--- config.mk ---
export PLATFORM = sky130hd
export DESIGN_NAME = itlb_miss_handler
export DESIGN_NICKNAME = d
export VERILOG_FILES = /design/src/rtl/itlb_miss_handler_pkg.sv /design/src/rtl/itlb_miss_handler.sv
export SDC_FILE = /design/constraint.sdc
export NUM_CORES = 1
export LEC_CHECK = 0
export CELL_PAD_IN_SITES_DETAIL_PLACEMENT = 1
export CELL_PAD_IN_SITES_GLOBAL_PLACEMENT = 1
export CORE_MARGIN = 2
export CORE_UTILIZATION = 45
export CTS_CLUSTER_DIAMETER = 50
export DETAILED_ROUTE_END_ITERATION = 8
export DONT_BUFFER_PORTS = 1
export PLACE_DENSITY = 0.8
export SLEW_MARGIN = 20
export SYNTH_ARGS = -nofsm -noshare
export SYNTH_HDL_FRONTEND = slang
export SYNTH_SLANG_ARGS = --single-unit
--- constraint.sdc ---
create_clock -name clk -period 5.8 [get_ports clk]
set_input_delay 1.16 -clock clk [delete_from_list [all_inputs] [get_ports clk]]
set_output_delay 1.16 -clock clk [all_outputs]
set_load 0.005 [all_outputs]
--- src/rtl/itlb_miss_handler_pkg.sv ---
// Shared iTLB definitions: default address/page widths, PTE layout and
// the encodings of the miss-handler page-walk FSM.
package itlb_miss_handler_pkg;

  localparam int VIRT_ADDR_WIDTH_DEF    = 32;
  localparam int PHY_ADDR_WIDTH_DEF     = 20;
  localparam int PAGE_SIZE_DEF          = 12;
  localparam int PHY_PAGE_NUM_WIDTH_DEF = 8;

  // A PTE is one 32-bit word, so the table index is the VPN scaled by 4.
  localparam int PTE_WIDTH       = 32;
  localparam int PTE_VALID_BIT   = 31;
  localparam int PTE_ENTRY_SHIFT = 2;

  typedef enum logic [2:0] {
    ST_IDLE  = 3'd0,
    ST_REQ   = 3'd1,
    ST_WAIT  = 3'd2,
    ST_FILL  = 3'd3,
    ST_FAULT = 3'd4
  } walk_state_e;

  function automatic logic pte_valid(input logic [PTE_WIDTH-1:0] pte);
    return pte[PTE_VALID_BIT];
  endfunction

endpackage

--- src/rtl/itlb_miss_handler.sv ---
// Single-level iTLB page walker: on a fetch miss it reads one PTE and either
// fills the iTLB with the PPN or raises a one-cycle page fault.
module itlb_miss_handler
  import itlb_miss_handler_pkg::*;
#(
  parameter int VIRT_ADDR_WIDTH    = VIRT_ADDR_WIDTH_DEF,
  parameter int PHY_ADDR_WIDTH     = PHY_ADDR_WIDTH_DEF,
  parameter int PAGE_SIZE          = PAGE_SIZE_DEF,
  parameter int PHY_PAGE_NUM_WIDTH = PHY_PAGE_NUM_WIDTH_DEF
) (
  input  logic                          clk,
  input  logic                          reset,
  input  logic                          tlb_miss,
  input  logic [VIRT_ADDR_WIDTH-1:0]    VirtualAddr,
  input  logic [PHY_ADDR_WIDTH-1:0]     ptbr,
  output logic                          mem_req,
  output logic [PHY_ADDR_WIDTH-1:0]     mem_addr,
  input  logic                          mem_ready,
  input  logic [PTE_WIDTH-1:0]          mem_rdata,
  output logic                          tlb_write,
  output logic [PHY_PAGE_NUM_WIDTH-1:0] physical_page_num_mem,
  output logic                          stall_fetch,
  output logic                          page_fault
);

  localparam int VPN_WIDTH = VIRT_ADDR_WIDTH - PAGE_SIZE;
  localparam int OFS_WIDTH = VPN_WIDTH + PTE_ENTRY_SHIFT;
  localparam int SUM_WIDTH = (OFS_WIDTH > PHY_ADDR_WIDTH) ? OFS_WIDTH : PHY_ADDR_WIDTH;

  walk_state_e                   state_q, state_d;
  logic [VPN_WIDTH-1:0]          vpn_q, vpn_d;
  logic [PHY_ADDR_WIDTH-1:0]     ptbr_q, ptbr_d;
  logic [PHY_ADDR_WIDTH-1:0]     mem_addr_q, mem_addr_d;
  logic [PHY_PAGE_NUM_WIDTH-1:0] ppn_q, ppn_d;
  logic                          mem_req_q, mem_req_d;
  logic                          tlb_write_q, tlb_write_d;
  logic                          page_fault_q, page_fault_d;
  logic [SUM_WIDTH-1:0]          pte_sum;
  logic                          miss_accept;
  logic                          pte_resp;
  logic                          unused_ok;

  assign miss_accept = (state_q == ST_IDLE) && tlb_miss;
  assign pte_resp    = (state_q == ST_WAIT) && mem_ready;
  assign unused_ok   = ^{VirtualAddr[PAGE_SIZE-1:0], mem_rdata};

  // FSM state register
  always_ff @(posedge clk) begin
    if (!reset) begin
      state_q <= ST_IDLE;
    end else begin
      state_q <= state_d;
    end
  end

  // FSM next-state logic; misses outside IDLE and ready outside WAIT are dropped
  always_comb begin
    state_d = state_q;
    case (state_q)
      ST_IDLE: begin
        if (tlb_miss) state_d = ST_REQ;
        else          state_d = ST_IDLE;
      end
      ST_REQ:  state_d = ST_WAIT;
      ST_WAIT: begin
        if (mem_ready) state_d = pte_valid(mem_rdata) ? ST_FILL : ST_FAULT;
        else           state_d = ST_WAIT;
      end
      ST_FILL:  state_d = ST_IDLE;
      ST_FAULT: state_d = ST_IDLE;
      default:  state_d = ST_IDLE;
    endcase
  end

  // FSM outputs: strobes are registered from the state being entered
  always_comb begin
    mem_req_d    = 1'b0;
    tlb_write_d  = 1'b0;
    page_fault_d = 1'b0;
    case (state_d)
      ST_REQ:   mem_req_d    = 1'b1;
      ST_WAIT:  mem_req_d    = 1'b1;
      ST_FILL:  tlb_write_d  = 1'b1;
      ST_FAULT: page_fault_d = 1'b1;
      default: begin
        mem_req_d    = 1'b0;
        tlb_write_d  = 1'b0;
        page_fault_d = 1'b0;
      end
    endcase
    stall_fetch = (state_q != ST_IDLE) || tlb_miss;
  end

  // Walk datapath: latch VPN/ptbr on accept; PTE address derives from the latched pair
  always_comb begin
    vpn_d  = vpn_q;
    ptbr_d = ptbr_q;
    if (miss_accept) begin
      vpn_d  = VirtualAddr[VIRT_ADDR_WIDTH-1:PAGE_SIZE];
      ptbr_d = ptbr;
    end else begin
      vpn_d  = vpn_q;
      ptbr_d = ptbr_q;
    end
    if (pte_resp && pte_valid(mem_rdata)) begin
      ppn_d = mem_rdata[PHY_PAGE_NUM_WIDTH-1:0];
    end else begin
      ppn_d = ppn_q;
    end
    pte_sum    = SUM_WIDTH'(ptbr_d) + SUM_WIDTH'({vpn_d, {PTE_ENTRY_SHIFT{1'b0}}});
    mem_addr_d = pte_sum[PHY_ADDR_WIDTH-1:0];
  end

  // Datapath and output registers
  always_ff @(posedge clk) begin
    if (!reset) begin
      vpn_q        <= '0;
      ptbr_q       <= '0;
      mem_addr_q   <= '0;
      ppn_q        <= '0;
      mem_req_q    <= 1'b0;
      tlb_write_q  <= 1'b0;
      page_fault_q <= 1'b0;
    end else begin
      vpn_q        <= vpn_d;
      ptbr_q       <= ptbr_d;
      mem_addr_q   <= mem_addr_d;
      ppn_q        <= ppn_d;
      mem_req_q    <= mem_req_d;
      tlb_write_q  <= tlb_write_d;
      page_fault_q <= page_fault_d;
    end
  end

  assign mem_req               = mem_req_q;
  assign mem_addr              = mem_addr_q;
  assign tlb_write             = tlb_write_q;
  assign page_fault            = page_fault_q;
  assign physical_page_num_mem = ppn_q;

endmodule

==> run metrics <==
status finished, final reports clean; Leakage 1.77 nW; Pint 906 uW; Antenna Cells 0; Rel. slew slack 0.329; number of gates resized after CTS 0; clock latency reported for the late side of the worst-skew pair 0.34 ns; portion of total power attributed to the clock network 0.373; proportion of synthesized chip area in sequential cells 0.395; worst ir drop on vdd 0.123 mV; post-layout instance count excluding filler cells 526; clock-pin transition on the worst setup and hold timing paths 0.08 ns; power per unit of standard cell area 330 nW/um^2; switching power as a share of total power 0.280; DP Wirelength 5950 um; total detailed-routing wirelength 8180 um; Max Cap Viol 0; switching pwr 352 uW; fraction of layout instances using a drive strength above 1 0.0566; synth unique cells 49; setup TNS 0 ns; data required time of the critical path 6.08 ns; Arrival @ worst endpoint 4.45 ns; Post-Route Skew 0.0101 ns; Worst-Margin Slew 1.00 ns; async set or reset register ratio after synthesis 0; number of flops mapped to enable cells by yosys 0; die area 8610 sq um; TritonCTS buffer count 9; layout overhead on the synthesized area 7.59%; clk sinks 70; cell count after placement 511; global-route wire length before repair 13700 um; vias per inst 5.39; initial antenna violation count 0; Detailed Routing Iterations Pass 1 4; number of warnings printed during yosys synthesis 0; CP max-delay cell sky130_fd_sc_hd__nor4b_4; die width 92.8 um; proportion of power drawn by flip-flops and latches 0.433; final number of hold-violating endpoints 0; global placer's final weighted congestion 0.795; post-synthesis sequential element count 70; Hold Crit Class reg -> reg; input/output buffers 0; total power consumption of the routed design 1.26 mW; FILL cells 940; CTS tree built; library cell appearing most often on the critical path sky130_fd_sc_hd__nand2_1; Root Buffer sky130_fd_sc_hd__clkbuf_8; final worst path period need 4.18 ns; largest driver fanout on the critical path 19; floorplan row count 32; maximum number of pins on one net before global-route repair 74; final number of max-transition violations 0; CP delay by family, top simple AND/OR/NAND/NOR gates; endpoint kind of the worst setup timing path register; average detailed-routed wire length per instance 15.6 um; H-Tree Level Count 3; Congestion Overflow GR 0; placed inst area 3580 sq um; vias 2837; Setup violations, final 0; clk buf depth 2; number of nets still failing antenna checks after routing 0; commonest register cell after synthesis sky130_fd_sc_hd__dfxtp_1; timing-limited maximum frequency 240 MHz; DRC violation count after routing 0; area of the core 7690 sq um; number of top-level pins 120; Avg Inst Size Synth 8.23 sq um; max incr delay on CP 0.79 ns; instance count of the mapped netlist 431; setup repair bufs after CTS 0; portion of total power attributed to combinational logic 0.194; global-route usage over all layers 0.200; number of buffers inserted for hold repair after clock tree synthesis 0; launching element type of the critical path input port; Die H 92.8 um; Finished Cell Area 3810 sq um; nets@finish 525; effective utilization at floorplan 0.461; post-synthesis instance area 3550 sq um; number of global-route vias before repair 2909; number of design-rule violations left by the first detailed-router iteration 66; utilization after layout 0.496; Net Count, Synth 536; WP buf/inv 0; Tcrit/Tclk final 0.720; ordered cell list for the critical path nor4b_4 > nand2_1 > nand2_1 > ha_1 > fa_1 > and3_1 > o21ai_0 > a2111oi_2 > nor3_1 > o31ai_1 > mux2i_1; critical path type in -> reg; RSZ-0062 raised after global routing no
[area by class of cell]
| class | count | area (sq um) | share of cell area |
|---|---|---|---|
| clock buffers | 9 | 124 | 0.0325 |
| flip-flops and latches | 70 | 1400 | 0.367 |
| multi-input cells | 334 | 2020 | 0.531 |
| inverters | 3 | 11.3 | 0.00295 |
| repair buffers | 2 | 15.0 | 0.00394 |
| well taps | 102 | 128 | 0.0335 |
| clock inverters | 6 | 111 | 0.0292 |
[power by group through the flow]
stage / Combinational [mW] / Clock (mW) / Sequential, mW
after detailed placement: 0.244 / 0 / 0.557
after global routing: 0.277 / 0.506 / 0.550
after floorplan: 0.201 / 0 / 0.550
after CTS: 0.246 / 0.481 / 0.546
final: 0.244 / 0.469 / 0.545
after global placement: 0.233 / 0 / 0.556
[cell families after synthesis]
kind of cell	count (synthesis)	share of synthesized area
AOI/OAI and AO/OA	69	0.141
xor gates and xnor gates	10	0.0247
adders and majority gates	17	0.0621
buffers and inverters	27	0.0339
DFF	70	0.395
muxes	14	0.0395
and+or+nand+nor	224	0.303
[stage by stage]
| stage | hold slack, ns | worst slack, ns |
|---|---|---|
| CTS | 0.491 | 1.59 |
| detailed placement | 0.481 | 1.25 |
| floorplan | 0.444 | 1.64 |
| global route | 0.516 | 1.20 |
| global placement | 0.464 | 1.37 |
| finish | 0.488 | 1.62 |
[layout by cell type (no fill, tap or decap), drive strengths merged, types with 2 or more instances in the layout]
master | Yosys | layout
a21boi | 7 | 7
nand4 | 3 | 3
o41ai | 2 | 2
xor2 | 6 | 6
mux2i | 14 | 14
o21a | 2 | 2
a21oi | 14 | 14
xnor2 | 4 | 4
dfxtp | 70 | 70
o31ai | 3 | 3
ha | 16 | 16
nand3 | 5 | 5
or3 | 2 | 2
o21ai | 13 | 13
nor2b | 10 | 10
nand2b | 2 | 2
a21o | 6 | 6
nand2 | 124 | 124
and2 | 42 | 42
clkinv | 0 | 2
a31oi | 3 | 3
and3b | 3 | 3
nor2 | 16 | 16
o211ai | 5 | 5
buf | 5 | 2
bufinv | 0 | 3
inv | 3 | 3
nor3 | 6 | 6
clkbuf | 19 | 9
a211oi | 6 | 6
and3 | 5 | 5
[worst register-to-register path, cell delays in order, from the launching register on]
cell and delay, ns:
sky130_fd_sc_hd__dfxtp_1 0.40, sky130_fd_sc_hd__nor4b_4 0.92, sky130_fd_sc_hd__nand2_1 0.14, sky130_fd_sc_hd__nand2_1 0.11
sky130_fd_sc_hd__ha_1 0.22, sky130_fd_sc_hd__fa_1 0.26, sky130_fd_sc_hd__and3_1 0.26, sky130_fd_sc_hd__o21ai_0 0.17
sky130_fd_sc_hd__a2111oi_2 0.57, sky130_fd_sc_hd__nor3_1 0.14, sky130_fd_sc_hd__o31ai_1 0.41, sky130_fd_sc_hd__mux2i_1 0.22
[sequential cells by signal, indices dropped and copies added (netlist names)]
name and flops:
ptbr_q 20, mem_addr 18, vpn_q 18, physical_page_num_mem 8, state_q 3, mem_req 1
page_fault 1, tlb_write 1
[worst paths after layout]
kind	startpoint	endpoint	slack [ns]	depth (start not counted)
worst max register to register	state_q[1]	mem_addr[16]	1.91	11
worst max-delay path	tlb_miss	mem_addr[16]	1.62	11
worst min-delay path	ptbr_q[19]	ptbr_q[19]	0.49	2
worst min register to register	ptbr_q[19]	ptbr_q[19]	0.49	2
[cell usage after synthesis (4+ instances only)]
| master | count | area share |
|---|---|---|
| sky130_fd_sc_hd__nand2_1 | 124 | 0.13 |
| sky130_fd_sc_hd__dfxtp_1 | 70 | 0.40 |
| sky130_fd_sc_hd__and2_1 | 42 | 0.074 |
| sky130_fd_sc_hd__clkbuf_1 | 19 | 0.020 |
| sky130_fd_sc_hd__ha_1 | 16 | 0.056 |
| sky130_fd_sc_hd__nor2_1 | 16 | 0.017 |
| sky130_fd_sc_hd__mux2i_1 | 14 | 0.040 |
| sky130_fd_sc_hd__o21ai_0 | 13 | 0.018 |
| sky130_fd_sc_hd__a21oi_1 | 12 | 0.017 |
| sky130_fd_sc_hd__nor2b_1 | 10 | 0.018 |
| sky130_fd_sc_hd__a21boi_0 | 7 | 0.015 |
| sky130_fd_sc_hd__a21o_1 | 6 | 0.013 |
| sky130_fd_sc_hd__nor3_1 | 6 | 0.0085 |
| sky130_fd_sc_hd__xor2_1 | 6 | 0.015 |
| sky130_fd_sc_hd__a211oi_1 | 5 | 0.011 |
| sky130_fd_sc_hd__nand3_1 | 5 | 0.0071 |
| sky130_fd_sc_hd__o211ai_1 | 5 | 0.011 |
| sky130_fd_sc_hd__and3_1 | 4 | 0.0071 |
| sky130_fd_sc_hd__xnor2_1 | 4 | 0.0099 |
[routing by layer]
layer | routed length, um | track usage | vias to the layer above
met5 | 0 | 0 | -
met4 | 125 | 0.0686 | 0
met3 | 335 | 0.0488 | 11
met2 | 4100 | 0.348 | 52
li1 | - | - | 1426
met1 | 3620 | 0.239 | 1348
(Power assumes the default switching activity.)
==> edit 1: new RTL, same flow settings <==
The package constant `VIRT_ADDR_WIDTH_DEF` goes from 32 to 48.
--- a/src/rtl/itlb_miss_handler_pkg.sv
+++ b/src/rtl/itlb_miss_handler_pkg.sv
@@ -2,7 +2,7 @@
 // the encodings of the miss-handler page-walk FSM.
 package itlb_miss_handler_pkg;
 
-  localparam int VIRT_ADDR_WIDTH_DEF    = 32;
+  localparam int VIRT_ADDR_WIDTH_DEF    = 48;
   localparam int PHY_ADDR_WIDTH_DEF     = 20;
   localparam int PAGE_SIZE_DEF          = 12;
   localparam int PHY_PAGE_NUM_WIDTH_DEF = 8;
Interface: changed (resized VirtualAddr); port bits go from 120 to 136. No check against the original RTL was run, so the function may have changed too.
==> edit 1 against the original RTL <==
Worst hold slack better by 14 ps. Setup slack worse by 30 ps. Sequential cell count unchanged. Area after synthesis grew 0.99%. Wire length down 1.0%. Fmax fell by 0.71%. Final area grew 0.23%. Power fell by 6.1%. Critical path type unchanged. Critical endpoint unchanged. Largest power group unchanged.
==> edit 1: results (changes against the original RTL) <==
count of different cell masters after synthesis = 50 (was 49)
Clock H-tree levels = 3 (unchanged)
top cells by area, synth = dfxtp_1 39%, nand2_1 13%, and2_1 7.7% (was dfxtp_1 40%, nand2_1 13%, and2_1 7.4%)
fraction of layout instances using a drive strength above 1 = 6.02% (was 5.66%)
syn_nets = 558 (was 536)
Hold Path Class = flop to flop (unchanged)
DR iter-0 viols = 59 (was 66)
hpwl dp = 5810 microns (was 5950 microns)
IR drop worst, VDD = 0.148 mV (was 0.123 mV)
status = finished clean (unchanged)
met2 global-route usage = 33.4% (was 34.8%)
number of CTS-inserted buffers = 9 (unchanged)
initial antenna violation count = 0 (unchanged)
DP Cell Count = 518 (was 511)
via count = 2865 (was 2837)
Hold Crit Start = ptbr_q[1] (was ptbr_q[19])
largest net degree at the start of global routing = 73 (was 74)
first drt pass iteration count = 4 (unchanged)
final layout net count = 548 (was 525)
Wirelength per Cell = 15.2 microns (was 15.6 microns)
worst r2r src = state_q[1] (unchanged)
Post-Syn Area per Cell = 8.19 sq um (was 8.23 sq um)
Via-to-Cell Ratio = 5.37 (was 5.39)
Met2 Wirelength = 3930 microns (was 4100 microns)
Slew Limit Headroom = 33.2% (was 32.9%)
Worst-Skew Late Latency = 350 ps
WL met3 = 452 microns (was 335 microns)
routed length on met1 = 3560 microns (was 3620 microns)
Lkg Pwr = 0.00170 uW (was 0.00177 uW)
Worst Path Max Fanout = 25 (was 19)
worst endpoint data arrival time = 4450 ps (about the same)
vias in the first global route = 2953 (was 2909)
GRT Total Usage = 19.9% (was 20.0%)
Setup Buffers After CTS = 0 (unchanged)
Most flops, register = ptbr_q (unchanged)
register area share after synthesis = 39.1% (was 39.5%)
Setup Skew = 11.8 ps (was 10.1 ps)
routing usage on met3 = 6.61% (was 4.88%)
DP Worst Slack = 1230 ps (was 1250 ps)
routability cong. = 0.772 (was 0.795)
first-pass GRT wire length = 13700 microns (about the same)
most frequent cells after synthesis = 120 x nand2_1, 70 x dfxtp_1, 44 x and2_1 (was 124 x nand2_1, 70 x dfxtp_1, 42 x and2_1)
met1 Use GR = 23.6% (was 23.9%)
-- edit 1: final cells by class --
cell class                      instances  area (sq um)
Tap cell                              102           128
Sequential cell                        70          1400
Clock inverter                          6          61.3
Clock buffer                           10           138
Multi-Input combinational cell        339          2060
Fill cell                             941          3900
Timing Repair Buffer                    3          22.5
Inverter                                4          15.0
-- edit 1: path summary, 6_finish.rpt --
check                 end  slack (ps)  depth (start not counted)
max          mem_addr[16]        1590                         11
min             ptbr_q[1]         500                          2
max reg2reg  mem_addr[16]        1890                         11
min reg2reg     ptbr_q[1]         500                          2
-- edit 1: logic make-up (layout without fill, tap and decap cells) --
kind of cell	count (synthesis)	after routing	synth area share (%)
flops	70	70	39.1
mux	14	14	4.26
simple gates	224	224	29.8
fa+ha+maj	17	17	6.15
compound gates	72	72	14.1
buf+inv	28	23	3.63
xor+xnor	12	12	2.93
-- edit 1: where the power goes --
| group | total (uW) | internal, uW | switching [uW] |
|---|---|---|---|
| Clock | 395 | 209 | 187 |
| Combinational | 242 | 101 | 141 |
| Sequential | 544 | 523 | 21.0 |
-- edit 1: worst max-delay path: stages --
cell	delay [ps]
or4b_1	880
nand2_1	210
nand2_1	90
ha_1	250
fa_1	440
nand3_1	230
a21oi_1	130
o211ai_1	380
a21oi_1	170
or3_1	320
and3_1	180
-- edit 1: stage by stage --
| stage | utilization, % | hold WS, ps | cell area, sq um |
|---|---|---|---|
| 2_1_floorplan | - | 444 | 3580 |
| 3_3_place_gp | 46.9 | 464 | 3620 |
| 3_5_place_dp | 46.9 | 495 | 3620 |
| 4_1_cts | 49.5 | 505 | 3820 |
| 5_1_grt | 49.5 | 530 | 3820 |
| 6_report | 49.5 | 502 | 3820 |
==> edit 2: new RTL, config.mk and constraints unchanged <==
Made on the original files. The output `page_fault` loses its register stage (`page_fault_q` becomes a continuous assignment).
--- a/src/rtl/itlb_miss_handler.sv
+++ b/src/rtl/itlb_miss_handler.sv
@@ -120,7 +120,6 @@
       ppn_q        <= '0;
       mem_req_q    <= 1'b0;
       tlb_write_q  <= 1'b0;
-      page_fault_q <= 1'b0;
     end else begin
       vpn_q        <= vpn_d;
       ptbr_q       <= ptbr_d;
@@ -128,9 +127,10 @@
       ppn_q        <= ppn_d;
       mem_req_q    <= mem_req_d;
       tlb_write_q  <= tlb_write_d;
-      page_fault_q <= page_fault_d;
     end
   end
+
+  assign page_fault_q = page_fault_d;
 
   assign mem_req               = mem_req_q;
   assign mem_addr              = mem_addr_q;
Function: changed (a bounded check fails within 4 cycles, from zero or initial values and one cycle with reset low).
==> edit 2 against the original RTL <==
Critical path depth shrank 1. Die area shrank 3.8%. Largest cell class unchanged. Setup slack lost 1.6 ps. Area after synthesis shrank 4.0%. Sequential cell count shrank 1. Synthesized cell count shrank 1.6%. Global-route usage grew 0.75 points. Wire length shrank 0.11%. Largest power group unchanged. Final area shrank 4.0%. Power shrank 2.9%. Sequential share of layout area grew 0.98 points.
==> edit 2: results (changes against the original RTL) <==
status = finished clean (unchanged)
CP peak stage delay = 810 ps (was 790 ps)
DR iter-0 viols = 92 (was 66)
largest net degree at the start of global routing = 65 (was 74)
CTS Buffer Depth = 2 (unchanged)
Via-to-Cell Ratio = 5.50 (was 5.39)
post-synthesis mux area share = 4.41% (was 3.95%)
fraction of layout instances using a drive strength above 1 = 5.73% (was 5.66%)
most frequent cells after synthesis = 119 x nand2_1, 69 x dfxtp_1, 45 x a21oi_1 (was 124 x nand2_1, 70 x dfxtp_1, 42 x and2_1)
area share of fa/ha/maj cells after synthesis = 6.47% (was 6.21%)
syn_nets = 529 (was 536)
Worst-Skew Late Latency = 350 ps
count of different cell masters after synthesis = 47 (was 49)
GRT Total Usage = 20.7% (was 20.0%)
final layout net count = 519 (was 525)
Crit path max-delay family = compound AO/OA/AOI/OAI gates (was simple AND/OR/NAND/NOR gates)
WL met3 = 427 microns (was 335 microns)
via count = 2848 (was 2837)
top cells by area, synth = dfxtp_1 41%, nand2_1 13%, a21oi_1 6.6% (was dfxtp_1 40%, nand2_1 13%, and2_1 7.4%)
routing usage on met3 = 6.14% (was 4.88%)
Synth Area in Compound Gates = 16.5% (was 14.1%)
slowest stage cell, crit path = o31ai_1 (was nor4b_4)
Lkg Pwr = 0.00174 uW (was 0.00177 uW)
met2 global-route usage = 33.1% (was 34.8%)
Met2 Wirelength = 3720 microns (was 4100 microns)
Worst-Margin Slew = 961 ps (was 1000 ps)
Setup Skew = 8.40 ps (was 10.1 ps)
Wirelength per Cell = 15.8 microns (was 15.6 microns)
hpwl dp = 5700 microns (was 5950 microns)
vias in the first global route = 2928 (was 2909)
first-pass GRT wire length = 13800 microns (was 13700 microns)
Post-Syn Area per Cell = 8.03 sq um (was 8.23 sq um)
DP Worst Slack = 1320 ps (was 1250 ps)
DP Cell Count = 502 (was 511)
IR drop worst, VDD = 0.171 mV (was 0.123 mV)
routability cong. = 0.794 (was 0.795)
Post-Place Cell Area = 3440 sq um (was 3580 sq um)
met1 Use GR = 26.7% (was 23.9%)
Worst Path Max Fanout = 45 (was 19)
routed length on met1 = 3920 microns (was 3620 microns)
==> edit 2: cell type report <==
type / count / area (sq um)
clock buffer: 9 / 124
clock inverter: 7 / 98.8
fill: 930 / 3630
inverter: 8 / 31.3
multi-input combinational: 325 / 1900
sequential: 69 / 1380
tap: 99 / 124
timing repair buffer: 1 / 7.51
==> edit 2: where the power goes <==
part | total [uW] | switching [uW] | leakage [uW] | internal [uW]
Sequential | 540 | 21.8 | 0.000567 | 518
Clock | 439 | 195 | 0.000110 | 244
Combinational | 242 | 149 | 0.00106 | 93.4
==> edit 2: final timing paths <==
kind | end | depth (start not counted) | slack (ps) | start
setup / recovery | mem_addr[16] | 10 | 1620 | tlb_miss
hold / removal | vpn_q[7] | 2 | 470 | vpn_q[7]
setup reg to reg | mem_addr[16] | 10 | 1940 | state_q[1]
hold reg to reg | vpn_q[7] | 2 | 470 | vpn_q[7]
==> edit 2: worst min-delay path, stage by stage, from the launching register on <==
cell	delay [ps]
dfxtp_1	300
nand2_1	60
a21oi_1	60
